`config.mk`:
```
export PLATFORM = sky130hd
export DESIGN_NAME = clock_div_prog
export DESIGN_NICKNAME = d
export VERILOG_FILES = /design/src/rtl/clock_div_prog.sv
export SDC_FILE = /design/constraint.sdc
export NUM_CORES = 1
export LEC_CHECK = 0
export ABC_CLOCK_PERIOD_IN_PS = 4100
export CAP_MARGIN = 5
export CORE_MARGIN = 2
export CORE_UTILIZATION = 60
export CTS_BUF_LIST = sky130_fd_sc_hd__clkbuf_16
export CTS_CLUSTER_DIAMETER = 120
export CTS_CLUSTER_SIZE = 8
export DETAILED_ROUTE_END_ITERATION = 10
export PLACE_DENSITY = 0.81
export SYNTH_ARGS = -nofsm -noshare
export SYNTH_HDL_FRONTEND = slang
export SYNTH_SLANG_ARGS = --single-unit
```
`constraint.sdc`:
```
create_clock -name clk -period 4.1 [get_ports clk]
set_input_delay 0.615 -clock clk [delete_from_list [all_inputs] [get_ports clk]]
set_output_delay 0.615 -clock clk [all_outputs]
set_load 0.02 [all_outputs]
```
`src/rtl/clock_div_prog.sv`:
```
// ============================================================================
// Module   : clock_div_prog
// Brief    : Runtime-programmable clock divider with duty control and wrap tick.
//            Optional period counter output enabled by CLKDIV_PERIOD_CNT_EN.
// Revision : 1.0 - initial release
// ============================================================================
`default_nettype none

module clock_div_prog #(
    parameter int unsigned WIDTH      = 28,
    parameter int unsigned DEF_PERIOD = 25000000,
    parameter int unsigned DEF_HIGH   = 12500000
) (
    input  logic             clk,
    input  logic             reset,
    input  logic             en,
    input  logic             cfg_valid,
    output logic             cfg_ready,
    input  logic [WIDTH-1:0] cfg_period,
    input  logic [WIDTH-1:0] cfg_high,
    output logic             out_clk,
    output logic             tick
`ifdef CLKDIV_PERIOD_CNT_EN
    ,
    output logic [15:0]      period_cnt
`endif
);

    localparam logic [WIDTH-1:0] C_ZERO    = '0;
    localparam logic [WIDTH-1:0] C_ONE     = WIDTH'(1);
    localparam logic [WIDTH-1:0] C_TWO     = WIDTH'(2);
    localparam logic [WIDTH-1:0] C_DEF_PER = WIDTH'(DEF_PERIOD);
    localparam logic [WIDTH-1:0] C_DEF_HI  = WIDTH'(DEF_HIGH);

    logic [WIDTH-1:0] r_cnt;
    logic [WIDTH-1:0] r_per;
    logic [WIDTH-1:0] r_high;
    logic [WIDTH-1:0] r_pend_per;
    logic [WIDTH-1:0] r_pend_high;
    logic             r_pending;
    logic             r_out_clk;
    logic             r_tick;

    logic             w_wrap;
    logic             w_capture;
    logic             w_apply;
    logic [WIDTH-1:0] w_clamp_per;
    logic [WIDTH-1:0] w_clamp_high;

    // Only one config may be in flight; a new one is refused until it applies.
    assign cfg_ready = ~r_pending;
    assign w_capture = cfg_valid & ~r_pending;
    assign w_wrap    = en & (r_cnt == (r_per - C_ONE));
    assign w_apply   = r_pending & (~en | w_wrap);

    // Period is clamped first so the high-time clamp sees the final period.
    assign w_clamp_per  = (cfg_period < C_TWO) ? C_TWO : cfg_period;
    assign w_clamp_high = (cfg_high >= w_clamp_per) ? (w_clamp_per - C_ONE) : cfg_high;

    always_ff @(posedge clk or negedge reset) begin
        if (!reset) begin
            r_cnt       <= C_ZERO;
            r_per       <= C_DEF_PER;
            r_high      <= C_DEF_HI;
            r_pend_per  <= C_DEF_PER;
            r_pend_high <= C_DEF_HI;
            r_pending   <= 1'b0;
            r_out_clk   <= 1'b0;
            r_tick      <= 1'b0;
        end else begin
            if (w_capture) begin
                r_pend_per  <= w_clamp_per;
                r_pend_high <= w_clamp_high;
            end
            r_pending <= (r_pending & ~w_apply) | w_capture;

            if (!en) begin
                r_cnt     <= C_ZERO;
                r_out_clk <= 1'b0;
                r_tick    <= 1'b0;
            end else begin
                r_out_clk <= (r_cnt < r_high);
                r_tick    <= w_wrap;
                r_cnt     <= w_wrap ? C_ZERO : (r_cnt + C_ONE);
            end

            // Swapping on the wrap edge lets the running period finish on old values.
            if (w_apply) begin
                r_per  <= r_pend_per;
                r_high <= r_pend_high;
            end
        end
    end

    assign out_clk = r_out_clk;
    assign tick    = r_tick;

`ifdef CLKDIV_PERIOD_CNT_EN
    logic [15:0] r_period_cnt;

    always_ff @(posedge clk or negedge reset) begin
        if (!reset) begin
            r_period_cnt <= 16'd0;
        end else if (w_wrap) begin
            r_period_cnt <= r_period_cnt + 16'd1;
        end
    end

    assign period_cnt = r_period_cnt;
`else
    // No period counter in this build.
`endif

endmodule

`default_nettype wire
```
# Word-level counts from Yosys, hierarchy flattened
# Index checks and enable logic that the tools add are counted.
# word_totals
ff_bits,143
out_inout_bits,3
# classes
add_sub_neg,3
magnitude_cmp,3
eq_ne,1
n_mux,6
bitwise_logic,9
# ops
cell,n
2-to-1 mux 28 bit,4
subtractor 28 x 1 -> 28 bit (second input constant),2
adder 28 x 1 -> 28 bit (second input constant),1
equality test 28 bit,1
>= comparator 28 bit,1
< comparator 28 x 2 -> 1 bit (second input constant),1
< comparator 28 bit,1
AND 1 bit,4
inverter 1 bit,3
2-to-1 mux 1 bit,2
bitwise OR 1 bit,2

# Depth between registers and ports, before layout
# Gate-level depths: netlist of run 1.
# logic_depth
ltp_word,8
mapped_depth,17
ltp_nobuf,15

# Least setup slack after synthesis of run 1
# No wires, ideal clock.
# synth_path
path_kind,input -> register
from,input cfg_period[17]
to,register r_pend_high[18]
t_arrival_ns,4.640
slack_ns,-0.618
cell_stages,17
path_cell_list,nor4_1 -> nand4_1 -> or4_1 -> or4_1 -> o21ai_0 -> inv_1 -> ha_1 -> nand2b_1 -> a21o_1 -> a211oi_1 -> o221ai_1 -> o211ai_1 -> and3_1 -> clkbuf_1 -> buf_1 -> nor2_1 -> o21ai_0
# synth_between
elab_chain_cells,4
# synth_lines
element,line,rtl
start: declaration,19,"input logic [WIDTH-1:0] cfg_period,"
< comparator 28 x 2 -> 1 bit *,57,assign w_clamp_per = (cfg_period < C_TWO) ? C_TWO : cfg_period;
2-to-1 mux 28 bit *,57,
net w_clamp_per[0],47,logic [WIDTH-1:0] w_clamp_per;
subtractor 28 x 1 -> 28 bit / >= comparator 28 bit (equally long branches),58,assign w_clamp_high = (cfg_high >= w_clamp_per) ? (w_clamp_per - C_ONE) : cfg_high;
2-to-1 mux 28 bit *,58,
end signal: assignment,73,r_pend_high <= w_clamp_high;
end: declaration,39,logic [WIDTH-1:0] r_pend_high;
# Mark *: on every way through the listed nets, which the timed path passes. The rest lies on a longest branch.
# A chain may end at the register's enable or synchronous reset.

# Worst setup path after layout of run 1
# layout_path
from,input cfg_period[15]
to,register r_pend_high[27]
# layout_between
elab_chain_cells,4
# layout_lines
element,line
< comparator 28 x 2 -> 1 bit,57
2-to-1 mux 28 bit *,57
subtractor 28 x 1 -> 28 bit / >= comparator 28 bit (equally long branches),58
2-to-1 mux 28 bit *,58
# Every way passes the cells marked *; elsewhere a longest branch is shown, timed or not.

==> qor.yml, run 1 <==
timing:
  fin_ws_ns: -0.0872
  fmax_ghz: 0.239
  final-hold-violation-count: 0
  max_slew_margin_pct: 39.3
  finClkSkew_ns: 0.0118
  rsz0062_at_grt: "true"
  setup_viol: 9
  slew_viol_final: 0
  worstMarginPinSlew_ns: 0.911
  fin_crit_sh_pct: 102
  fin_crit_ns: 4.19
layout:
  nFillCells: 953
  multiInputGateArea_mm2: 0.00498
  seqCellArea_mm2: 0.00364
  final_cells: 1252
  area_delta_synth_final_pct: 24.0
  layout.nets: 1173
  layout-drive-gt1-share_pct: 26.4
  final_common_cell: "dfrtp_1"
  antenna_cells: 0
  final_cell_mix: "dfrtp_1 (95), nor2_1 (85), buf_4 (80)"
power:
  combPwrFrac_pct: 30.9
  p_leak_nw: 5.04
  swShare_pct: 34.5
  power_frac_seq_pct: 42.4
  p_total_mw: 5.37
  p_clk_share_pct: 26.8
  p_int_mw: 3.52
  power_density_mw_per_mm2: 486
  power.switching_mw: 1.85
  max-vdd-ir-drop_v: 0.000308
floorplanning:
  die_w_um: 126
  start_util_pct: 61.3
  rows: 44
  fp.coreArea_mm2: 0.0145
  ioPinCount: 63
  die_y_um: 126
  die-area_mm2: 0.0158
flow_run:
  cap_violations: 0
worst_setup_path:
  crit_path_start: "cfg_period[15]"
  worst_setup_path_end_kind: "flip-flop"
  cp_max_fo: 4
  reg2reg_from: "r_per[0]$_DFFE_PN0P_"
  start_kind: "input port"
  critical_path_class: "in2reg"
  reg2reg_depth: 13
  cp.arrival_ns: 4.48
  required_ns: 4.39
logic_synthesis:
  syn_nets: 1037
  synth_flop_cell: "dfrtp_1"
  avgSynthCellArea_um2: 9.69
  syn_inst: 919
  netlist_area_mm2: 0.00891
  synth_cell_types: 61
  synth_edf_count: 0
  yosys_warnings: 0
  yosysSeqAreaShare_pct: 40.8
  ys_ff_latch: 143
  async_reset_ff_share_pct: 100
clock_tree:
  cts_tree: "done"
  cts_root_buffer: "clkbuf_16"
  cts_sinks: 143
  htree_levels: 4
  worstSkewPairLatency_ns: 0.42
  clk_path_buf_depth: 2
  cts_buffers: 17
  clk_pin_slew_ns: 0.07
  hold_buffers: 0
global_routing:
  grt_pass1_vias: 7204
  antenna_found_initial: 0
  grt_usage_pct: 29.4
  grt_overflow_total: 0
  grt_pass1_wl_mm: 37.4
  grt_max_degree: 101
outcome:
  status: "finished, violations left"
  violations: "negative setup slack"
detailed_routing:
  drc: 0
  antenna_left: 0
  wl_mm: 22.9
  routed_wire_length_per_instance_um: 18.3
  via_per_inst: 5.93
  drt_iter0_drc: 594
  num_vias: 7430
  drt_pass1_iterations: 5
place:
  dp_hpwl_mm: 16.0
  port-buffer-count: 62
  place_congestion: 0.922
  place_inst: 1193
worst_hold_path:
  hold_class: "in2async"
-- power groups by stage --
stage | clock network [mW] | registers (mW) | logic (mW)
after floorplan | 0 | 2.11 | 1.22
after global placement | 0 | 2.24 | 1.51
after detailed placement | 0 | 2.27 | 1.57
after CTS | 1.45 | 2.26 | 1.62
after global routing | 1.51 | 2.32 | 1.82
final | 1.44 | 2.28 | 1.66
-- synthesized netlist by cell type (all sizes together) (5+ instances only) --
cell,instances,area (um2)
dfrtp,95,2380
o21ai,89,445
nor2,87,327
nand2,80,300
inv,63,236
xnor2,61,534
ha,58,726
mux2,56,781
dfstp,48,1260
nand3,28,140
xor2,28,245
a21oi,24,120
nand4,24,156
clkbuf,22,82.6
nor4,21,146
a21o,19,143
nor3,18,95.1
buf,16,149
or4,12,90.1
and3,8,50.1
nand2b,5,31.3
or3,5,31.3
-- through the flow --
step | hold slack (ns) | worst slack [ns] | cell area [um2] | util [%] | TNS, ns
after floorplan | 0.319 | -0.0470 | 9000 | - | -0.255
after global placement | 0.457 | -0.606 | 10200 | 69.9 | -16.11
after detailed placement | 0.454 | -0.774 | 10200 | 69.9 | -20.01
after CTS | 0.331 | 0.0158 | 10900 | 75.3 | 0
after global routing | 0.364 | -0.153 | 11000 | 76.0 | -2.59
final | 0.260 | -0.0872 | 11000 | 76.0 | -0.229
-- sequential cells by signal (all words and copies together) (netlist names) --
name	count
r_high	28
r_cnt	28
tick	1
r_pending	1
out_clk	1
r_pend_per	28
r_per	28
r_pend_high	28
-- area by class of cell --
class                           count  share of cell area (%)
Clock inverter                     15                    1.12
Clock buffer                       17                    3.85
Timing Repair Buffer              155                    12.8
Inverter                           63                    2.14
Multi-Input combinational cell    675                    45.1
Tap cell                          184                    2.08
Sequential cell                   143                    32.9
-- final timing paths --
kind / endpoint / slack, ns
max: r_pend_high[27]$_DFFE_PN0P_ / -0.09
min: r_pend_high[22]$_DFFE_PN0P_ / 0.26
max reg2reg: r_per[27]$_DFFE_PN0P_ / 0.24
min reg2reg: r_pend_high[12]$_DFFE_PN1P_ / 0.46
max in group asynchronous: r_pend_high[12]$_DFFE_PN1P_ / 2.87
min in group clk: r_pend_high[12]$_DFFE_PN1P_ / 0.46
-- routing by layer --
metal / up-vias / share of wire (%) / global-route usage, %
met5: - / 0 / 0
met4: 0 / 2.9 / 8.79
met3: 47 / 4.5 / 3.74
met2: 244 / 48 / 47.7
met1: 3630 / 45 / 41.9
li1: 3509 / - / -
-- worst max-delay path, cell delays in order --
cell and delay [ns]:
clkdlybuf4s15_1 0.23, nor4_4 0.25, nand4_1 0.17, buf_4 0.17
buf_4 0.13, buf_4 0.13, buf_4 0.12, buf_4 0.12
buf_4 0.12, buf_4 0.12, buf_4 0.12, buf_4 0.12
buf_4 0.12, buf_4 0.13, buf_4 0.12, buf_4 0.13
buf_4 0.12, buf_4 0.12, buf_4 0.13, buf_4 0.12
buf_4 0.12, buf_4 0.13, buf_4 0.12, buf_4 0.15
o311ai_0 0.41, a21oi_1 0.12
-- timing repair --
action | in CTS | in global routing
gates resized for setup | 48 | 57
pin swaps | 13 | 25
gates cloned | 2 | 0
setup buffers | 22 | 3
endpoints found under the setup margin | 28 | 28
-- kinds of logic (layout without fill, tap and decap cells) --
group	after synthesis	count (layout)	synth area share, %
compound gates	166	166	11.3
xor+xnor	89	89	8.75
fa+ha+maj	58	58	8.15
buf+inv	101	250	5.25
flops	143	143	40.8
mux	56	56	8.76
simple gates	306	306	17.0
No activity file was read; power rests on OpenSTA's default activity.
==> inputs of run 2 (changes only) <==
--- a/config.mk
+++ b/config.mk
@@ -10,7 +10,7 @@
 export CORE_MARGIN = 2
 export CORE_UTILIZATION = 60
 export CTS_BUF_LIST = sky130_fd_sc_hd__clkbuf_16
-export CTS_CLUSTER_DIAMETER = 120
+export CTS_CLUSTER_DIAMETER = 150
 export CTS_CLUSTER_SIZE = 8
 export DETAILED_ROUTE_END_ITERATION = 10
 export PLACE_DENSITY = 0.81
==> results of run 2 <==
The final DEF is identical to that of run 1; final timing and power are the same.
==> RTL edit (settings of run 2) <==
Build with the macro `CLKDIV_PERIOD_CNT_EN` defined.
--- a/src/rtl/clock_div_prog.sv
+++ b/src/rtl/clock_div_prog.sv
@@ -7,2 +7,4 @@
 `default_nettype none
+
+`define CLKDIV_PERIOD_CNT_EN
 
Formal check against the unedited RTL (old outputs only; new: period_cnt): equivalent (Yosys induction, for registers that start in step).
==> RTL edit against run 2 <==
The run now ends clean. Cell area grew 9.0%. Sequential cell count grew 16. Routed wire length grew 14%. Area after synthesis grew 8.9%. Worst setup slack gained 0.20 ns. Cell count grew 9.3%. Total power grew 5.2%. Critical endpoint is now r_high[8]. Largest power group unchanged. Highest routed layer unchanged.
==> RTL edit: results (changes against run 2) <==
stage,metric,value,unit,change
outcome,status,"complete, no violations",,
finish,share of layout cells above drive strength 1,0.1847,,-0.07931
grt,GRT Overall Usage,0.2990,,+0.004579
cts,total clock buffers created by CTS,17,,unchanged
grt,initial antenna violation count,0,,unchanged
synth,Synth cell types,60,,-1.6%
finish,Final nets,1259,,+7.3%
cts,Clock Path Buffers,2,,unchanged
worst_setup_path,"Arr. time, crit path",4.30,ns,-0.18 ns
detailed_routing,via count,8365,,+13%
detailed_routing,DR iter-0 viols,784,,+32%
grt,vias in the first global route,8256,,+15%
cts,Skew-Pair Late Insertion Delay,0.44,ns,+0.02 ns
power_and_ir_drop,peak supply drop,328.4,uV,+6.7%
sta,Fin Clk Skew,0.02358,ns,+0.01179 ns
power_and_ir_drop,Static Leak,5.365,nW,+6.4%
sta,Least-Margin Pin Slew,0.8648,ns,-0.04611 ns
synth,Async SR Flop Fraction,1.000,,unchanged
place,Placer Congestion,0.9269,,+0.51%
synth,"top cells by count, synth","111 x dfrtp_1, 75 x inv_1, 74 x nor2_1, 70 x xnor2_1, 69 x nand2_1",,
worst_setup_path,R2R depth,12,,-1
place,DP Wirelength,18.07,mm,+13%
worst_setup_path,Top delay family on crit path,simple AND/OR/NAND/NOR gates,,
grt,largest net degree at the start of global routing,78,,-23%
worst_setup_path,reg2reg start,r_per[0],,
synth,Post-Synth XOR/XNOR Area,0.08302,,-0.004478
synth,Syn Nets,1123,,+8.3%
detailed_routing,wire per inst,19.08,um,+4.2%
synth,post-synthesis mux area share,0.06717,,-0.02048
cts,clk root buf,clkbuf_16,,
cts,number of H-tree levels,4,,unchanged
synth,Adder-Cell Fraction of Synth Area,0.07606,,-0.005400
worst_hold_path,Hold WC Path Type,in -> async,,
cts,Clock transition at path regs,0.07,ns,about the same
worst_setup_path,slowest CP cell,or4_4,,
worst_setup_path,reg2reg setup slack,0.12,ns,-0.12 ns
finish,n_diodes,0,,unchanged
synth,fraction of the mapped netlist area in compound gates,0.1208,,+0.008154
synth,post-synthesis sequential area ratio,0.4161,,+0.007713
worst_setup_path,FF-to-FF End,r_high[8],,
grt,first-pass GRT wire length,41.31,mm,+10%
synth,main area contributors after synthesis,"dfrtp_1 29%, dfstp_2 13%, ha_1 7.6%, xnor2_1 6.3%, mux2_1 4.6%",,
place,IO Port Bufs,78,,+26%
worst_setup_path,worst-path maximum fanout,15,,+11
detailed_routing,TritonRoute pass-1 iters,7,,+2
place,placed cell area,11180,um^2,+10%
worst_setup_path,max incr delay on CP,0.55,ns,+0.14 ns
synth,yosys synthesis warning count,0,,unchanged
==> RTL edit: cell count changes after synthesis, sizes merged, moves of 8 or more <==
cell | run 2 | this run
a221oi | 3 | 14
and3 | 8 | 16
clkbuf | 22 | 33
dfrtp | 95 | 111
inv | 63 | 75
nand2 | 80 | 69
nand3 | 28 | 38
nand4 | 24 | 41
nor2 | 87 | 74
nor3 | 18 | 34
o21ai | 89 | 38
xnor2 | 61 | 70
==> RTL edit: area by class of cell <==
type	instances	area, um^2
inverter	75	281.5
sequential	159	4039
timing repair buffer	162	1533
fill	1025	3786
clock buffer	17	425.4
multi-input combinational	725	5358
tap	216	270.3
clock inverter	15	135.1
==> RTL edit: worst max-delay path by stage <==
stage / start / endpoint / cells past startpoint
floorplan: cfg_period[13] / r_pend_high[7] / 15
CTS: cfg_period[13] / r_pend_high[2] / 17
detailed placement: cfg_period[13] / r_pend_high[26] / 16
global route: r_per[0] / r_high[0] / 12
global placement: cfg_period[13] / r_pend_high[26] / 16
finish: r_per[0] / r_high[8] / 12
==> RTL edit: layer usage <==
layer	GRT usage	part of all wire	vias up
li1	-	-	3885
met5	0	0	-
met1	0.3978	0.41	4033
met4	0.1359	0.034	0
met2	0.4760	0.48	382
met3	0.05903	0.067	65
==> RTL edit: cells by family after synthesis <==
| family | count (synthesis) |
|---|---|
| fa+ha+maj | 59 |
| compound gates | 165 |
| buf+inv | 120 |
| xor+xnor | 92 |
| simple gates | 351 |
| mux | 58 |
| flops | 159 |
==> RTL edit: repair_timing <==
item,in CTS,in global routing
cloned,0,4
pin swaps,2,10
setup endpoints to repair,22,57
gates resized for setup,8,39
buffers inserted,1,5
==> RTL edit: power by group <==
| group | internal, W | switching (W) | total (W) |
|---|---|---|---|
| Sequential | 0.00205 | 0.000353 | 0.00241 |
| Combinational | 0.000805 | 0.000912 | 0.00172 |
| Clock | 0.000843 | 0.000681 | 0.00152 |
==> RTL edit: per-stage QoR <==
stage	TNS, ns	hold slack, ns	std cells	total power, W	setup slack [ns]
CTS	0	0.2363	1360	0.005550	0.008101
finish	0	0.2260	1369	0.005650	0.1154
floorplan	0	0.3194	1004	0.003386	0.0001998
detailed placement	-14.94	0.4706	1327	0.003991	-0.6422
global route	-0.1001	0.2753	1369	0.005946	-0.02768
global placement	-12.43	0.4591	1327	0.003902	-0.5712
